==> config.mk <==
export PLATFORM = sky130hd
export DESIGN_NAME = mem_stage
export DESIGN_NICKNAME = d
export VERILOG_FILES = /design/src/rtl/arm_pkg.sv /design/src/rtl/sram_ctrl.sv /design/src/rtl/mem_stage.sv
export SDC_FILE = /design/constraint.sdc
export NUM_CORES = 1
export LEC_CHECK = 0
export BUFFER_PORTS_ARGS = -buffer_cell sky130_fd_sc_hd__buf_2
export CAP_MARGIN = 20
export CORE_MARGIN = 5
export CORE_UTILIZATION = 49
export DETAILED_ROUTE_END_ITERATION = 12
export GPL_TIMING_DRIVEN = 1
export MAX_ROUTING_LAYER = met4
export PLACE_DENSITY = 0.86
export RECOVER_POWER = 25
export SLEW_MARGIN = 20
export SYNTH_ARGS = -nofsm -noshare
export SYNTH_HDL_FRONTEND = slang
export SYNTH_HIERARCHICAL = 1
export SYNTH_SLANG_ARGS = --single-unit
==> constraint.sdc <==
create_clock -name clk -period 1.7 [get_ports clk]
set_input_delay 0.085 -clock clk [delete_from_list [all_inputs] [get_ports clk]]
set_output_delay 0.085 -clock clk [all_outputs]
set_load 0.01 [all_outputs]
==> src/rtl/arm_pkg.sv <==
// Shared types and constants for the memory stage: FSM state encoding,
// datapath widths and the byte-to-word address helper.
package arm_pkg;

  localparam int DATA_W        = 32;
  localparam int REG_ADDR_W    = 4;
  localparam int DEF_ADDR_BASE = 1024;
  localparam int CNT_W         = 4;

  typedef enum logic [1:0] {
    IDLE,
    ACCESS,
    DONE
  } mem_state_t;

  // Offset from the SRAM base, wrapping modulo 2^32, expressed in words.
  function automatic logic [DATA_W-1:0] byte_to_word(input logic [DATA_W-1:0] byte_addr,
                                                     input logic [DATA_W-1:0] base);
    return (byte_addr - base) >> 2;
  endfunction

endpackage

==> src/rtl/sram_ctrl.sv <==
// Single-port SRAM sequencer: latches one access, holds the strobes for
// WAIT_CYCLES cycles, captures the read word and stalls the pipeline meanwhile.
module sram_ctrl
  import arm_pkg::*;
#(
  parameter int ADDR_BASE   = DEF_ADDR_BASE,
  parameter int ADDR_WIDTH  = 16,
  parameter int WAIT_CYCLES = 5
) (
  input  logic                  clk,
  input  logic                  rst,
  input  logic                  mem_r_en_in,
  input  logic                  mem_w_en_in,
  input  logic [DATA_W-1:0]     alu_result_in,
  input  logic [DATA_W-1:0]     val_rm_in,
  input  logic [DATA_W-1:0]     sram_rdata,
  output logic                  ready,
  output logic                  done,
  output logic [DATA_W-1:0]     rd_word,
  output logic [ADDR_WIDTH-1:0] sram_addr,
  output logic [DATA_W-1:0]     sram_wdata,
  output logic                  sram_we,
  output logic                  sram_oe
);

  mem_state_t            r_state;
  logic [CNT_W-1:0]      r_cnt;
  logic [ADDR_WIDTH-1:0] r_addr;
  logic [DATA_W-1:0]     r_wdata;
  logic [DATA_W-1:0]     r_rd_word;
  logic                  r_we;
  logic                  r_oe;
  logic                  w_mem_op;

  assign w_mem_op = mem_r_en_in | mem_w_en_in;

  // Stall is combinational so the requesting instruction freezes in its own cycle.
  assign ready = rst | (r_state == DONE) | ((r_state == IDLE) & ~w_mem_op);
  assign done  = (r_state == DONE);

  assign rd_word    = r_rd_word;
  assign sram_addr  = r_addr;
  assign sram_wdata = r_wdata;
  assign sram_we    = r_we;
  assign sram_oe    = r_oe;

  always_ff @(posedge clk) begin
    if (rst) begin
      r_state   <= IDLE;
      r_cnt     <= '0;
      r_addr    <= '0;
      r_wdata   <= '0;
      r_rd_word <= '0;
      r_we      <= 1'b0;
      r_oe      <= 1'b0;
    end else begin
      case (r_state)
        IDLE: begin
          if (w_mem_op) begin
            r_addr  <= ADDR_WIDTH'(byte_to_word(alu_result_in, DATA_W'(ADDR_BASE)));
            r_wdata <= val_rm_in;
            r_cnt   <= CNT_W'(WAIT_CYCLES - 1);
            // A request with both enables set is serviced as a load only.
            r_oe    <= mem_r_en_in;
            r_we    <= ~mem_r_en_in;
            r_state <= ACCESS;
          end
        end
        ACCESS: begin
          if (r_cnt == '0) begin
            r_rd_word <= r_oe ? sram_rdata : '0;
            r_we      <= 1'b0;
            r_oe      <= 1'b0;
            r_state   <= DONE;
          end else begin
            r_cnt <= r_cnt - 1'b1;
          end
        end
        DONE:    r_state <= IDLE;
        default: r_state <= IDLE;
      endcase
    end
  end

endmodule

==> src/rtl/mem_stage.sv <==
// Memory-access pipeline stage: SRAM sequencer plus the MEM/WB register,
// which takes bubbles while the access is in flight.
module mem_stage
  import arm_pkg::*;
#(
  parameter int ADDR_BASE   = DEF_ADDR_BASE,
  parameter int ADDR_WIDTH  = 16,
  parameter int WAIT_CYCLES = 5
) (
  input  logic                  clk,
  input  logic                  rst,
  input  logic                  wb_en_in,
  input  logic                  mem_r_en_in,
  input  logic                  mem_w_en_in,
  input  logic [DATA_W-1:0]     alu_result_in,
  input  logic [DATA_W-1:0]     val_rm_in,
  input  logic [REG_ADDR_W-1:0] dest_in,
  output logic                  ready,
  output logic [ADDR_WIDTH-1:0] sram_addr,
  output logic [DATA_W-1:0]     sram_wdata,
  input  logic [DATA_W-1:0]     sram_rdata,
  output logic                  sram_we,
  output logic                  sram_oe,
  output logic                  wb_en,
  output logic                  mem_r_en,
  output logic [DATA_W-1:0]     alu_result,
  output logic [DATA_W-1:0]     mem_data,
  output logic [REG_ADDR_W-1:0] dest
);

  logic                  w_done;
  logic [DATA_W-1:0]     w_rd_word;
  logic                  r_wb_en;
  logic                  r_mem_r_en;
  logic [DATA_W-1:0]     r_alu_result;
  logic [DATA_W-1:0]     r_mem_data;
  logic [REG_ADDR_W-1:0] r_dest;

  sram_ctrl #(
    .ADDR_BASE  (ADDR_BASE),
    .ADDR_WIDTH (ADDR_WIDTH),
    .WAIT_CYCLES(WAIT_CYCLES)
  ) u_sram_ctrl (
    .clk          (clk),
    .rst          (rst),
    .mem_r_en_in  (mem_r_en_in),
    .mem_w_en_in  (mem_w_en_in),
    .alu_result_in(alu_result_in),
    .val_rm_in    (val_rm_in),
    .sram_rdata   (sram_rdata),
    .ready        (ready),
    .done         (w_done),
    .rd_word      (w_rd_word),
    .sram_addr    (sram_addr),
    .sram_wdata   (sram_wdata),
    .sram_we      (sram_we),
    .sram_oe      (sram_oe)
  );

  // ready is high only in IDLE without a request or in DONE; otherwise insert a bubble.
  always_ff @(posedge clk) begin
    if (rst) begin
      r_wb_en      <= 1'b0;
      r_mem_r_en   <= 1'b0;
      r_alu_result <= '0;
      r_mem_data   <= '0;
      r_dest       <= '0;
    end else if (ready) begin
      r_wb_en      <= wb_en_in;
      r_mem_r_en   <= mem_r_en_in;
      r_alu_result <= alu_result_in;
      r_mem_data   <= w_done ? w_rd_word : '0;
      r_dest       <= dest_in;
    end else begin
      r_wb_en    <= 1'b0;
      r_mem_r_en <= 1'b0;
    end
  end

  assign wb_en      = r_wb_en;
  assign mem_r_en   = r_mem_r_en;
  assign alu_result = r_alu_result;
  assign mem_data   = r_mem_data;
  assign dest       = r_dest;

endmodule

After elaboration in Yosys (flattened, before gate mapping)
Cells that the tools add are included.

operators by class
  bitwise logic cells = 7
  shift operators = 0
  $lt $le $gt $ge = 0
  equal/unequal tests = 5
  muxes and demuxes = 13
  reduce and logical (&&, ||, !) cells = 9
  divide/modulo/power cells = 0
  add/sub/neg operators = 2
  multiply operators = 0

operators with widths
  cell                    number
  $mux 32                 2
  $sub 18x11->18 const B  1
  $mux 4                  2
  $pmux 4 s2              1
  $reduce_and 2->1        3
  $reduce_and 3->1        2
  $logic_not 4->1         1
  $mux 2                  2
  $ne 2x1->1 const B      2
  $pmux 1 s2              2
  $pmux 2 s2              1
  $sub 4x1->4 const B     1
  $mux 1                  3
  $not 1->1               3
  $or 1x1->1              3
  $eq 2x1->1 const B      1
  $eq 2x2->1 const B      1
  $logic_not 2->1         1
  $ne 2x2->1 const B      1
  $reduce_bool 2->1       1
  $reduce_or 2->1         1
  $and 1x1->1             1

storage, ports and cells
  ROM bits = 0
  memories = 0
  input bits = 105
  logic and storage cells = 48
  latch bits = 0
  register bits after elaboration = 158
  RAM bits = 0
  output and inout bits = 121

Depth between registers and ports, before layout
Gate-level depths: netlist of run 1.

  depth after elaboration = 6
  depth in mapped cells = 7
  gate-level depth less buffers = 6

By module
Netlist of run 1, hierarchy kept.

modules (own cells, without submodules)
  module     instances  cells an instance  area each (µm²)  seq. area each (µm²)
  sram_ctrl  1          404                3266.9           1761.7
  mem_stage  1          262                2596.2           1401.3

Least setup slack after synthesis of run 1
OpenSTA, ideal clock, no wires.

  path type = in2reg
  from = in rst
  to = reg r_alu_result[28] (netlist: alu_result[28])
  data required time = 1.572 ns
  data arrival time = 1.410 ns
  stages = 7
  buffers on the path = 4
  path slack = 0.162 ns
  setup time = 0.128 ns
  cell sequence = clkbuf_1 -> clkbuf_1 -> o21bai_1 -> buf_6 -> buf_8 -> mux2i_1 -> nor2_1

between the ends
  cells in the longest elaborated chain, start to end = 2

RTL lines
  item                     line             RTL
  from (decl)              mem_stage.sv:11  input logic rst,
  $or 1x1->1 (2 in a row)  sram_ctrl.sv:38  assign ready = rst | (r_state == DONE) | ((r_state == IDLE) & ~w_mem_op);
  named net ready          mem_stage.sv:18  output logic ready,
  to (signal assigned)     mem_stage.sv:71  r_alu_result <= alu_result_in;
  to (decl)                mem_stage.sv:35  logic [DATA_W-1:0] r_alu_result;

The timed path passes the listed nets, and every way through them passes these cells.
A chain may end at the register's enable or synchronous reset.

Worst setup path in the final report of run 1
  from = reg u_sram_ctrl.r_state[0]
  to = reg u_sram_ctrl.r_rd_word[5] (netlist: u_sram_ctrl/rd_word[5])

between the ends
  cells in the longest elaborated chain, start to end = 2

RTL lines
  item                        line             RTL
  from (decl)                 sram_ctrl.sv:26  mem_state_t r_state;
  from (signal assigned)      sram_ctrl.sv:49  r_state <= IDLE;
  from (signal assigned)      sram_ctrl.sv:66  r_state <= ACCESS;
  from (signal assigned)      sram_ctrl.sv:74  r_state <= DONE;
  $eq 2x1->1                  sram_ctrl.sv:57  case (r_state)
  $reduce_and 2->1 (no line)  n/a
  to (signal assigned)        sram_ctrl.sv:71  r_rd_word <= r_oe ? sram_rdata : '0;
  to (decl)                   sram_ctrl.sv:30  logic [DATA_W-1:0] r_rd_word;

Every way passes these cells.

==> summary.md, run 1 <==
| Metric | Value |
|---|---|
| Status | `complete, no violations` |
| First-pass GRT wire length | `30.55 mm` |
| Area of the mapped netlist | `0.005863 mm²` |
| Crit path capture type | `register` |
| Post-Syn Instances | `666` |
| Fin crit period | `1.631 ns` |
| Seq/Total Area, Yosys | `53.95%` |
| Register Area | `roughly 0.0032 mm²` |
| Clk pwr share | `38.2%` |
| YS warnings | `6` |
| Final setup viols | `0` |
| DP Wirelength | `10.31 mm` |
| P per Cell Area | `between 1000 and 1500 mW/mm²` |
| Filler instances | `806` |
| Layout cells sized above 1 | `21.54%` |
| Wire length per cell | `17.13 µm` |
| Remaining DRCs | `0` |
| Clock skew | `between 0.005 and 0.006 ns` |
| Worst skew pair latency | `0.41 ns` |
| 1st-pass router iterations | `5` |
| Place WS | `0.04770 ns` |
| Final Slew Violations | `0` |
| Pint | `between 6 and 7 mW` |
| Largest family of logic cells by synthesized area | `simple AND/OR/NAND/NOR gates` |
| Seq cells post-synth | `between 150 and 200` |
| Startpoint Class | `register` |
| WP data required | `1.98 ns` |
| Max incr delay on CP | `0.53 ns` |
| Post-synthesis mux area share | `6.146%` |
| Synth Area per Inst | `a little under 9 µm²` |
| Port Buffers | `225` |
| Post-DRT Antenna Nets | `0` |
| Largest net degree at the start of global routing | `68` |
| Max Freq | `0.6129 GHz` |
| # nets final | `1081` |
| Simple-Gate Fraction of Synth Area | `between 20% and 30%` |
| Final period utilization | `a little over nine tenths` |
| Vert. Die Dim | `119.4 µm` |
| Compound-cell area share of the yosys netlist | `11.08%` |
| Site Rows | `40` |
| Total wire length | `roughly 19 mm` |
| Async S/R FF share, synth | `0%` |
| CP Max Fanout | `29` |
| Sink Count | `approximately 160` |
| Net Sw Frac | `26.85%` |
| Multi-input gate area | `around 0.0024 mm²` |
| Synth Area in Adders | `less than 1%` |
| Initial antenna violation count | `2` |
| Most frequent CP cell | `nand2_1` |
| Commonest non-fill, non-tap cell in the layout | `dfxtp_1` |
| Combinational Power Share | `18.2%` |
| Commonest non-fill, non-tap cells in the layout | `dfxtp_1, buf_2, nand2_1` |
| Area Growth Syn to Fin | `47.59%` |
| CTS HTree Levels | `4` |
| Synth Area in XOR/XNOR | `1.195%` |
| Core ar. | `between 0.01 and 0.015 mm²` |
| Final Wtd Congestion | `about 0.79` |
| VDD IR-drop max | `around 840 µV` |
| Initial core utilization | `between 40% and 50%` |
| Leak Pwr | `3.667 nW` |
| Worst Setup Slack, final | `0.06851 ns` |
| Via density | `5.289` |
| CTS root buffer | `clkbuf_16` |
| Total power draw | `9.378 mW` |
| Slowest-stage cell, CP | `dfxtp_1` |
| Net Switching | `2.517 mW` |
| Vias in the first global route | `between 6000 and 7000` |
| Clk buf depth | `2` |
| Die width | `119.4 µm` |
| Die ar. | `0.01425 mm²` |
| Cell variety after synth | `33` |
| GRT Total Usage | `27.51%` |
| Clock transition at path regs | `0.06 ns` |
| Final hold vios | `0` |
| Post-synth EDFFs | `0` |
| Ports | `226` |
| Min-delay worst type | `in -> reg` |
| Crit-path cells | `nor2b_1, nand2_1, buf_12, nand2_1, a21oi_1` |
| Setup CP Type | `reg -> reg` |
| Syn nets | `773` |
| GRT overflow | `0` |
| Total CTS buffers | `17` |
| Flop pwr share | `43.6%` |
| Most used DFF post-synth | `dfxtp_1` |
| Vias | `5992` |
| Max cap viols | `0` |
| Measured slew at the worst slew-check pin | `0.5242 ns` |
| Worst EP arrival | `between 1.5 and 2 ns` |
| CTS tree | `yes` |
| 1st-iter DRT viols | `517` |
| Slew headroom | `64.92%` |
==> Yosys cell counts, types with 2 or more instances <==
| library cell | count | share of area, % |
|---|---|---|
| dfxtp_1 | 158 | 54 |
| nand2_1 | 117 | 7.5 |
| a21oi_1 | 108 | 9.2 |
| nand3_1 | 66 | 5.6 |
| nor2_1 | 50 | 3.2 |
| mux2i_1 | 36 | 6.1 |
| nand2b_1 | 35 | 3.7 |
| clkbuf_1 | 29 | 1.9 |
| buf_2 | 14 | 1.2 |
| a211oi_1 | 6 | 0.77 |
| buf_6 | 5 | 0.96 |
| xnor2_1 | 5 | 0.75 |
| inv_1 | 4 | 0.26 |
| nor3_1 | 4 | 0.34 |
| buf_8 | 3 | 0.77 |
| xor2_1 | 3 | 0.45 |
| and3b_1 | 2 | 0.30 |
| ha_1 | 2 | 0.43 |
| nor2b_1 | 2 | 0.21 |
| nor3_2 | 2 | 0.34 |
| o21ai_1 | 2 | 0.17 |
| or3_1 | 2 | 0.21 |
==> worst max-delay path, delay by kind of cell, from the launching register on <==
family          cells  cell delay [ns]
compound gates      1             0.09
buf+inv             1             0.23
flops               1             0.53
simple gates        3             0.66
==> logic make-up (layout without fill, tap and decap cells) <==
group                    count (synthesis)  after routing
flip-flops                             158            158
AND/OR/NAND/NOR                        284            284
adder cells (fa/ha/maj)                  2              2
XOR/XNOR                                 8              8
other                                    0              2
multiplexers                            36             36
AO/OA/AOI/OAI                          122            122
buffers and inverters                   56            374
==> repair_timing <==
action,in CTS,in global routing
resized for setup,0,2
gates cloned,0,0
hold buffers,99,0
hold endpoints to repair,107,0
setup buffers,1,0
pin swaps,1,0
endpoints found under the setup margin,1,51
==> metal layers <==
layer,wire length [µm],vias to the layer above,global-route usage (%)
met5,0,-,-
met4,833,0,14.39
met3,1217,73,6.268
met2,10250,294,48.89
met1,7112,2778,28.27
li1,-,2847,-
==> power by group through the flow <==
stage               clock, mW  combinational [mW]  sequential (mW)
finish                   3.58                1.70             4.09
CTS                      3.62                1.67             4.08
detailed placement          0                1.49             4.15
global route             3.79                1.85             4.12
floorplan                   0               0.794             4.23
global placement            0                1.47             4.14
==> cell type report <==
| cell class | instances | share of cell area (%) |
|---|---|---|
| Antenna cell | 2 | 0.05784 |
| Clock buffer | 22 | 5.711 |
| Clock inverter | 7 | 0.7230 |
| Inverter | 4 | 0.1735 |
| Multi-Input combinational cell | 452 | 28.22 |
| Sequential cell | 158 | 36.57 |
| Tap cell | 147 | 2.126 |
| Timing Repair Buffer | 341 | 26.42 |
==> flip-flops by register name, summed over array words and instances (netlist names), 2 cells and up <==
| signal | flops |
|---|---|
| alu_result | 32 |
| dest | 4 |
| mem_data | 32 |
| u_sram_ctrl/r_cnt | 4 |
| u_sram_ctrl/r_state | 2 |
| u_sram_ctrl/rd_word | 32 |
| u_sram_ctrl/sram_addr | 16 |
| u_sram_ctrl/sram_wdata | 32 |
==> final timing paths <==
path / cells after the start / slack (ns) / end / start
worst min-delay path: 3 / 0.02 / alu_result[14] / alu_result_in[14]
worst min register to register: 2 / 0.45 / u_sram_ctrl/sram_wdata[25] / u_sram_ctrl/sram_wdata[25]
worst max-delay path: 5 / 0.07 / u_sram_ctrl/rd_word[5] / u_sram_ctrl/r_state[0]
worst max register to register: 5 / 0.07 / u_sram_ctrl/rd_word[5] / u_sram_ctrl/r_state[0]
==> per-stage QoR <==
| stage | cells | setup TNS [ns] | hold WS (ns) | utilization [%] | cell area, µm² |
|---|---|---|---|---|---|
| 5_1_grt | 1133 | -0.02749 | 0.02371 | 72.95 | 8653 |
| 3_5_place_dp | 1002 | 0 | 0.3260 | 60.47 | 7173 |
| 4_1_cts | 1131 | 0 | 0.004114 | 73.59 | 8728 |
| 6_report | 1133 | 0 | 0.02108 | 72.95 | 8653 |
| 2_1_floorplan | 666 | 0 | 0.1807 | - | 5863 |
| 3_3_place_gp | 1002 | 0 | 0.3175 | 60.47 | 7173 |
Power figures use the tool's default switching activity.
==> inputs of run 2 (changes only) <==
- BUFFER_PORTS_ARGS: -buffer_cell sky130_fd_sc_hd__buf_2 -> -buffer_cell sky130_fd_sc_hd__buf_4
==> summary.md, run 2 (same netlist as run 1, synthesis figures left out) <==
| Metric | Value |
|---|---|
| # nets final | `1088 (+0.65%)` |
| Worst EP arrival | `1.86 ns (-0.05 ns)` |
| CP Max Fanout | `44 (+52%)` |
| Crit-path cells | `nor2_1, o21bai_4, buf_12, buf_4, mux2i_1, nor2_1` |
| Commonest non-fill, non-tap cell in the layout | `buf_4` |
| Status | `complete, no violations` |
| Net Sw Frac | `26.48% (-0.37 points)` |
| Fin crit period | `1.593 ns (-0.03876 ns)` |
| P per Cell Area | `1062 mW/mm² (-2.0%)` |
| Final setup viols | `0 (unchanged)` |
| Post-DRT Antenna Nets | `0 (unchanged)` |
| Final Slew Violations | `0 (unchanged)` |
| Ports | `226 (unchanged)` |
| CP Depth | `6 (+1)` |
| Final hold vios | `0 (unchanged)` |
| Die width | `119.4 µm (unchanged)` |
| Filler instances | `804 (-0.25%)` |
| Via density | `5.360 (+1.3%)` |
| Final Wtd Congestion | `0.8333 (+5.7%)` |
| Total wire length | `20.22 mm (+4.2%)` |
| Port Buffers | `225 (unchanged)` |
| First-pass GRT wire length | `31.85 mm (+4.2%)` |
| Unrepaired setup endpoints after global routing | `no` |
| Leak Pwr | `3.797 nW (+3.5%)` |
| VDD IR-drop max | `706.4 µV (-16%)` |
| Total CTS buffers | `17 (unchanged)` |
| Clock transition at path regs | `0.06 ns (about the same)` |
| Final period utilization | `93.69% (-2.3 points)` |
| Combinational Power Share | `19.4% (+1.2 points)` |
| GRT Total Usage | `28.66% (+1.2 points)` |
| 1st-iter DRT viols | `567 (+9.7%)` |
| Net Switching | `2.565 mW (+1.9%)` |
| Commonest non-fill, non-tap cells in the layout | `buf_4, dfxtp_1, nand2_1` |
| Vias in the first global route | `6449 (+3.6%)` |
| Max cap viols | `0 (unchanged)` |
| Remaining DRCs | `0 (unchanged)` |
| Pint | `7.124 mW (+3.8%)` |
| CTS root buffer | `clkbuf_16` |
| Max Freq | `0.6279 GHz (+2.4%)` |
| CP bufs+invs | `2 (+1)` |
| Vias | `6110 (+2.0%)` |
| Util after Layout | `76.89% (+3.9 points)` |
| Wire length per cell | `17.74 µm (+3.5%)` |
| Clk buf depth | `2 (unchanged)` |
| DP Wirelength | `10.88 mm (+5.6%)` |
| R2r worst-path depth | `6 (+1)` |
| Slew headroom | `67.98% (+3.1 points)` |
| Initial antenna violation count | `2 (unchanged)` |
| Slowest-stage cell, CP | `dfxtp_2` |
| CTS HTree Levels | `4 (unchanged)` |
| Area Growth Syn to Fin | `55.55%` |
| Core ar. | `0.01186 mm² (unchanged)` |
| Worst skew pair latency | `0.41 ns (about the same)` |
| Worst Hold Depth | `4 (+1)` |
| Crit path capture type | `register` |
| Clock skew | `0.008823 ns (+0.003403 ns)` |
| Largest net degree at the start of global routing | `99 (+46%)` |
| Initial core utilization | `49.43% (unchanged)` |
| Most frequent CP cell | `nor2_1` |
| Setup TNS | `0 ns (unchanged)` |
| Min-delay worst type | `in -> reg` |
| Sink Count | `158 (unchanged)` |
| Measured slew at the worst slew-check pin | `0.4804 ns (-0.04383 ns)` |
| Max incr delay on CP | `0.39 ns (-0.14 ns)` |
| Layout cells sized above 1 | `21.59% (+0.050 points)` |
| GRT overflow | `0 (unchanged)` |
| Site Rows | `40 (unchanged)` |
| 1st-pass router iterations | `6 (+1)` |
| Top delay family on crit path | `buffers and inverters` |
| Vert. Die Dim | `119.4 µm (unchanged)` |
| Startpoint Class | `register` |
| CTS tree | `yes` |
| Flop pwr share | `42.3% (-1.3 points)` |
| Die ar. | `0.01425 mm² (unchanged)` |
| Clk pwr share | `38.3% (about the same)` |
| Setup CP Type | `reg -> reg` |
| WP data required | `1.96 ns (-0.02 ns)` |
==> run 2: cell types whose count changed in the layout (fill, tap and decap cells not counted), sizes merged <==
cell / change
buf: +4
clkinv: -4
dlygate4sd3: +3
clkbuf: +2
bufinv: +1
inv: +1
==> run 2: power groups by stage <==
stage               clock network, mW  logic (mW)  registers (mW)
floorplan                           0       0.794            4.23
global route                     3.91        2.02            4.12
detailed placement                  0        1.70            4.16
global placement                    0        1.67            4.15
CTS                              3.75        1.90            4.09
finish                           3.71        1.88            4.10
==> run 2: through the flow <==
stage          setup slack (ns)  cells  power [mW]  hold WS, ns  cell area [µm²]
6_report                 0.1073   1140       9.689      0.06937             9120
5_1_grt                 0.01677   1140       10.05      0.08239             9120
4_1_cts                 0.04027   1138       9.731      0.04919             9366
3_5_place_dp            0.07115   1008       5.863       0.3261             7779
3_3_place_gp             0.1428   1008       5.825       0.3164             7779
2_1_floorplan            0.1620    666       5.027       0.1807             5863
==> run 2: worst paths after layout <==
check	start	end	slack (ns)
worst min register to register	u_sram_ctrl/rd_word[16]	u_sram_ctrl/rd_word[16]	0.45
worst max-delay path	u_sram_ctrl/r_state[1]	alu_result[28]	0.11
worst min-delay path	mem_w_en_in	u_sram_ctrl/sram_oe	0.07
worst max register to register	u_sram_ctrl/r_state[1]	alu_result[28]	0.11
==> run 2: what timing repair did <==
action                                 in CTS  in global routing
pin swaps                                   0                  0
resized for setup                           1                  2
endpoints found under the hold margin     114                  0
setup endpoints to repair                   1                 33
setup buffers                               0                  0
hold buffers                              102                  0
==> run 2: final cells by class <==
type / count / area [µm²] / area share (%)
antenna: 2 / 5.005 / 0.05488
clock buffer: 24 / 491.7 / 5.392
clock inverter: 5 / 81.33 / 0.8918
inverter: 4 / 15.01 / 0.1646
multi-input combinational: 452 / 2445 / 26.81
sequential: 158 / 3164 / 34.70
tap: 147 / 183.9 / 2.017
timing repair buffer: 348 / 2734 / 29.98
==> run 2: tightest hold or removal path: cells and delay by family <==
kind,cells,cell delay (ns)
compound gates,1,0.09
simple gates,2,0.14
buf+inv,1,0.13
==> run 2: routing by layer <==
metal  part of all wire, %  track usage, %  vias to the layer above
met3                   6.4           6.173                       72
met1                    37           29.39                     2852
met2                    52           50.72                      321
met5                     0               -                        -
met4                   4.6           16.11                        0
li1                      -               -                     2865
==> inputs of run 3 (changes only) <==
- CORE_MARGIN: 5 -> 2
==> summary.md, run 3 (same netlist as run 1, synthesis figures left out) <==
| Metric | Value |
|---|---|
| Status | `complete, no violations` |
| Commonest non-fill, non-tap cells in the layout | `buf_4, dfxtp_1, nand2_1` |
| Total power draw | `9.890 mW (+2.1%)` |
| Total wire length | `19.30 mm (-4.5%)` |
| Die width | `113.4 µm (-5.0%)` |
| Final period utilization | `91.43% (-2.3 points)` |
| Final Wtd Congestion | `0.7965 (-4.4%)` |
| Layout Cells excl Fill | `1130 (-0.88%)` |
| Slew headroom | `49.15% (-19 points)` |
| P per Cell Area | `1087 mW/mm² (+2.3%)` |
| Remaining DRCs | `0 (unchanged)` |
| Clock transition at path regs | `0.06 ns (about the same)` |
| Vias in the first global route | `6111 (-5.2%)` |
| Initial antenna violation count | `0 (-2)` |
| Area Growth Syn to Fin | `55.14%` |
| Startpoint Class | `register` |
| Initial core utilization | `50.70% (+1.3 points)` |
| Register Area | `0.003164 mm² (unchanged)` |
| Via density | `5.327 (-0.60%)` |
| Vias | `6020 (-1.5%)` |
| CTS root buffer | `clkbuf_16` |
| Commonest non-fill, non-tap cell in the layout | `buf_4` |
| Max Freq | `0.6434 GHz (+2.5%)` |
| Antenna diode count | `0 (-2)` |
| VDD IR-drop max | `863.7 µV (+22%)` |
| Core ar. | `0.01156 mm² (-2.5%)` |
| CP startpoint | `u_sram_ctrl/r_state[1]` |
| Worst EP arrival | `1.82 ns (-0.04 ns)` |
| Die ar. | `0.01286 mm² (-9.8%)` |
| Fin crit period | `1.554 ns (-0.03841 ns)` |
| Largest net degree at the start of global routing | `85 (-14%)` |
| CP Max Fanout | `13 (-70%)` |
| Clk buf depth | `2 (unchanged)` |
| Ports | `226 (unchanged)` |
| Worst skew pair latency | `0.41 ns (about the same)` |
| Clock skew | `0.01416 ns (+0.005339 ns)` |
| # nets final | `1082 (-0.55%)` |
| First-pass GRT wire length | `30.50 mm (-4.2%)` |
| 1st-iter DRT viols | `454 (-20%)` |
| GRT Total Usage | `30.92% (+2.3 points)` |
| CTS HTree Levels | `4 (unchanged)` |
| Hold_sp | `mem_r_en_in` |
| Min-delay worst type | `in -> reg` |
| Worst Setup Slack, final | `0.1457 ns (+0.03841 ns)` |
| CTS tree | `yes` |
| Max cap viols | `0 (unchanged)` |
| Worst r2r src | `u_sram_ctrl/r_state[1]` |
| Total CTS buffers | `17 (unchanged)` |
| Crit path capture type | `register` |
| Measured slew at the worst slew-check pin | `0.7628 ns (+0.2824 ns)` |
| DP Wirelength | `10.22 mm (-6.1%)` |
| Final hold vios | `0 (unchanged)` |
| Util after Layout | `78.65% (+1.8 points)` |
| Post-DRT Antenna Nets | `0 (unchanged)` |
| Cell count after placement | `997 (-1.1%)` |
| Vert. Die Dim | `113.4 µm (-5.0%)` |
| Multi-input gate area | `0.002442 mm² (-0.10%)` |
| Setup CP Type | `reg -> reg` |
| Site Rows | `39 (-2.5%)` |
| Setup TNS | `0 ns (unchanged)` |
| Layout cells sized above 1 | `21.58% (about the same)` |
| GRT overflow | `0 (unchanged)` |
| Final Slew Violations | `0 (unchanged)` |
| Leak Pwr | `3.788 nW (-0.24%)` |
| Place WS | `0.1069 ns (+0.03576 ns)` |
| Final setup viols | `0 (unchanged)` |
| Port Buffers | `225 (unchanged)` |
| WP data required | `1.97 ns (about the same)` |
| Unrepaired setup endpoints after global routing | `no` |
| Sink Count | `158 (unchanged)` |
| Wire length per cell | `17.08 µm (-3.7%)` |
| Filler instances | `765 (-4.9%)` |
| 1st-pass router iterations | `5 (-1)` |
==> run 3: final timing paths <==
| check | end | slack [ns] | cells after the start |
|---|---|---|---|
| min | u_sram_ctrl/sram_we | 0.03 | 3 |
| max reg2reg | alu_result[2] | 0.15 | 6 |
| min reg2reg | u_sram_ctrl/rd_word[1] | 0.45 | 2 |
| max | alu_result[2] | 0.15 | 6 |
==> run 3: final cells by class <==
cell class	count	area share (%)
timing repair buffer	342	29.39
tap	143	1.967
multi-input combinational	452	26.85
clock inverter	11	1.706
clock buffer	20	5.131
inverter	4	0.1651
sequential	158	34.79
==> run 3: worst max-delay path, stage by stage (launching register included) <==
cell	delay [ns]
dfxtp_2	0.39
nor2_1	0.09
o21bai_4	0.18
buf_4	0.22
buf_12	0.18
mux2i_1	0.27
nor2_1	0.07
==> run 3: stage by stage <==
stage	cell area, µm²	hold WS, ns
floorplan	5863	0.1807
global placement	7709	0.3168
detailed placement	7709	0.3258
CTS	9349	0.009115
global route	9096	0.05665
finish	9096	0.03219
==> run 3: routing by layer <==
| metal | routed length [µm] | track usage (%) | vias up |
|---|---|---|---|
| li1 | - | - | 2857 |
| met1 | 7294 | 33.68 | 2824 |
| met2 | 10030 | 54.05 | 275 |
| met3 | 1219 | 7.226 | 64 |
| met4 | 757 | 13.41 | 0 |
| met5 | 0 | - | - |
==> run 3: power by group <==
group / switching [mW] / leakage, nW / internal [mW]
clock: 1.52 / 0.303 / 2.44
sequential: 0.157 / 1.29 / 3.94
combinational: 0.973 / 2.19 / 0.851
==> run 3: repair_timing <==
action                     CTS  global route
hold buffers               101             0
setup buffers                1             0
gates cloned                 0             0
hold endpoints to repair   111             0
setup endpoints to repair    1            40
gates resized for setup      0             2
pin swaps                    1             0
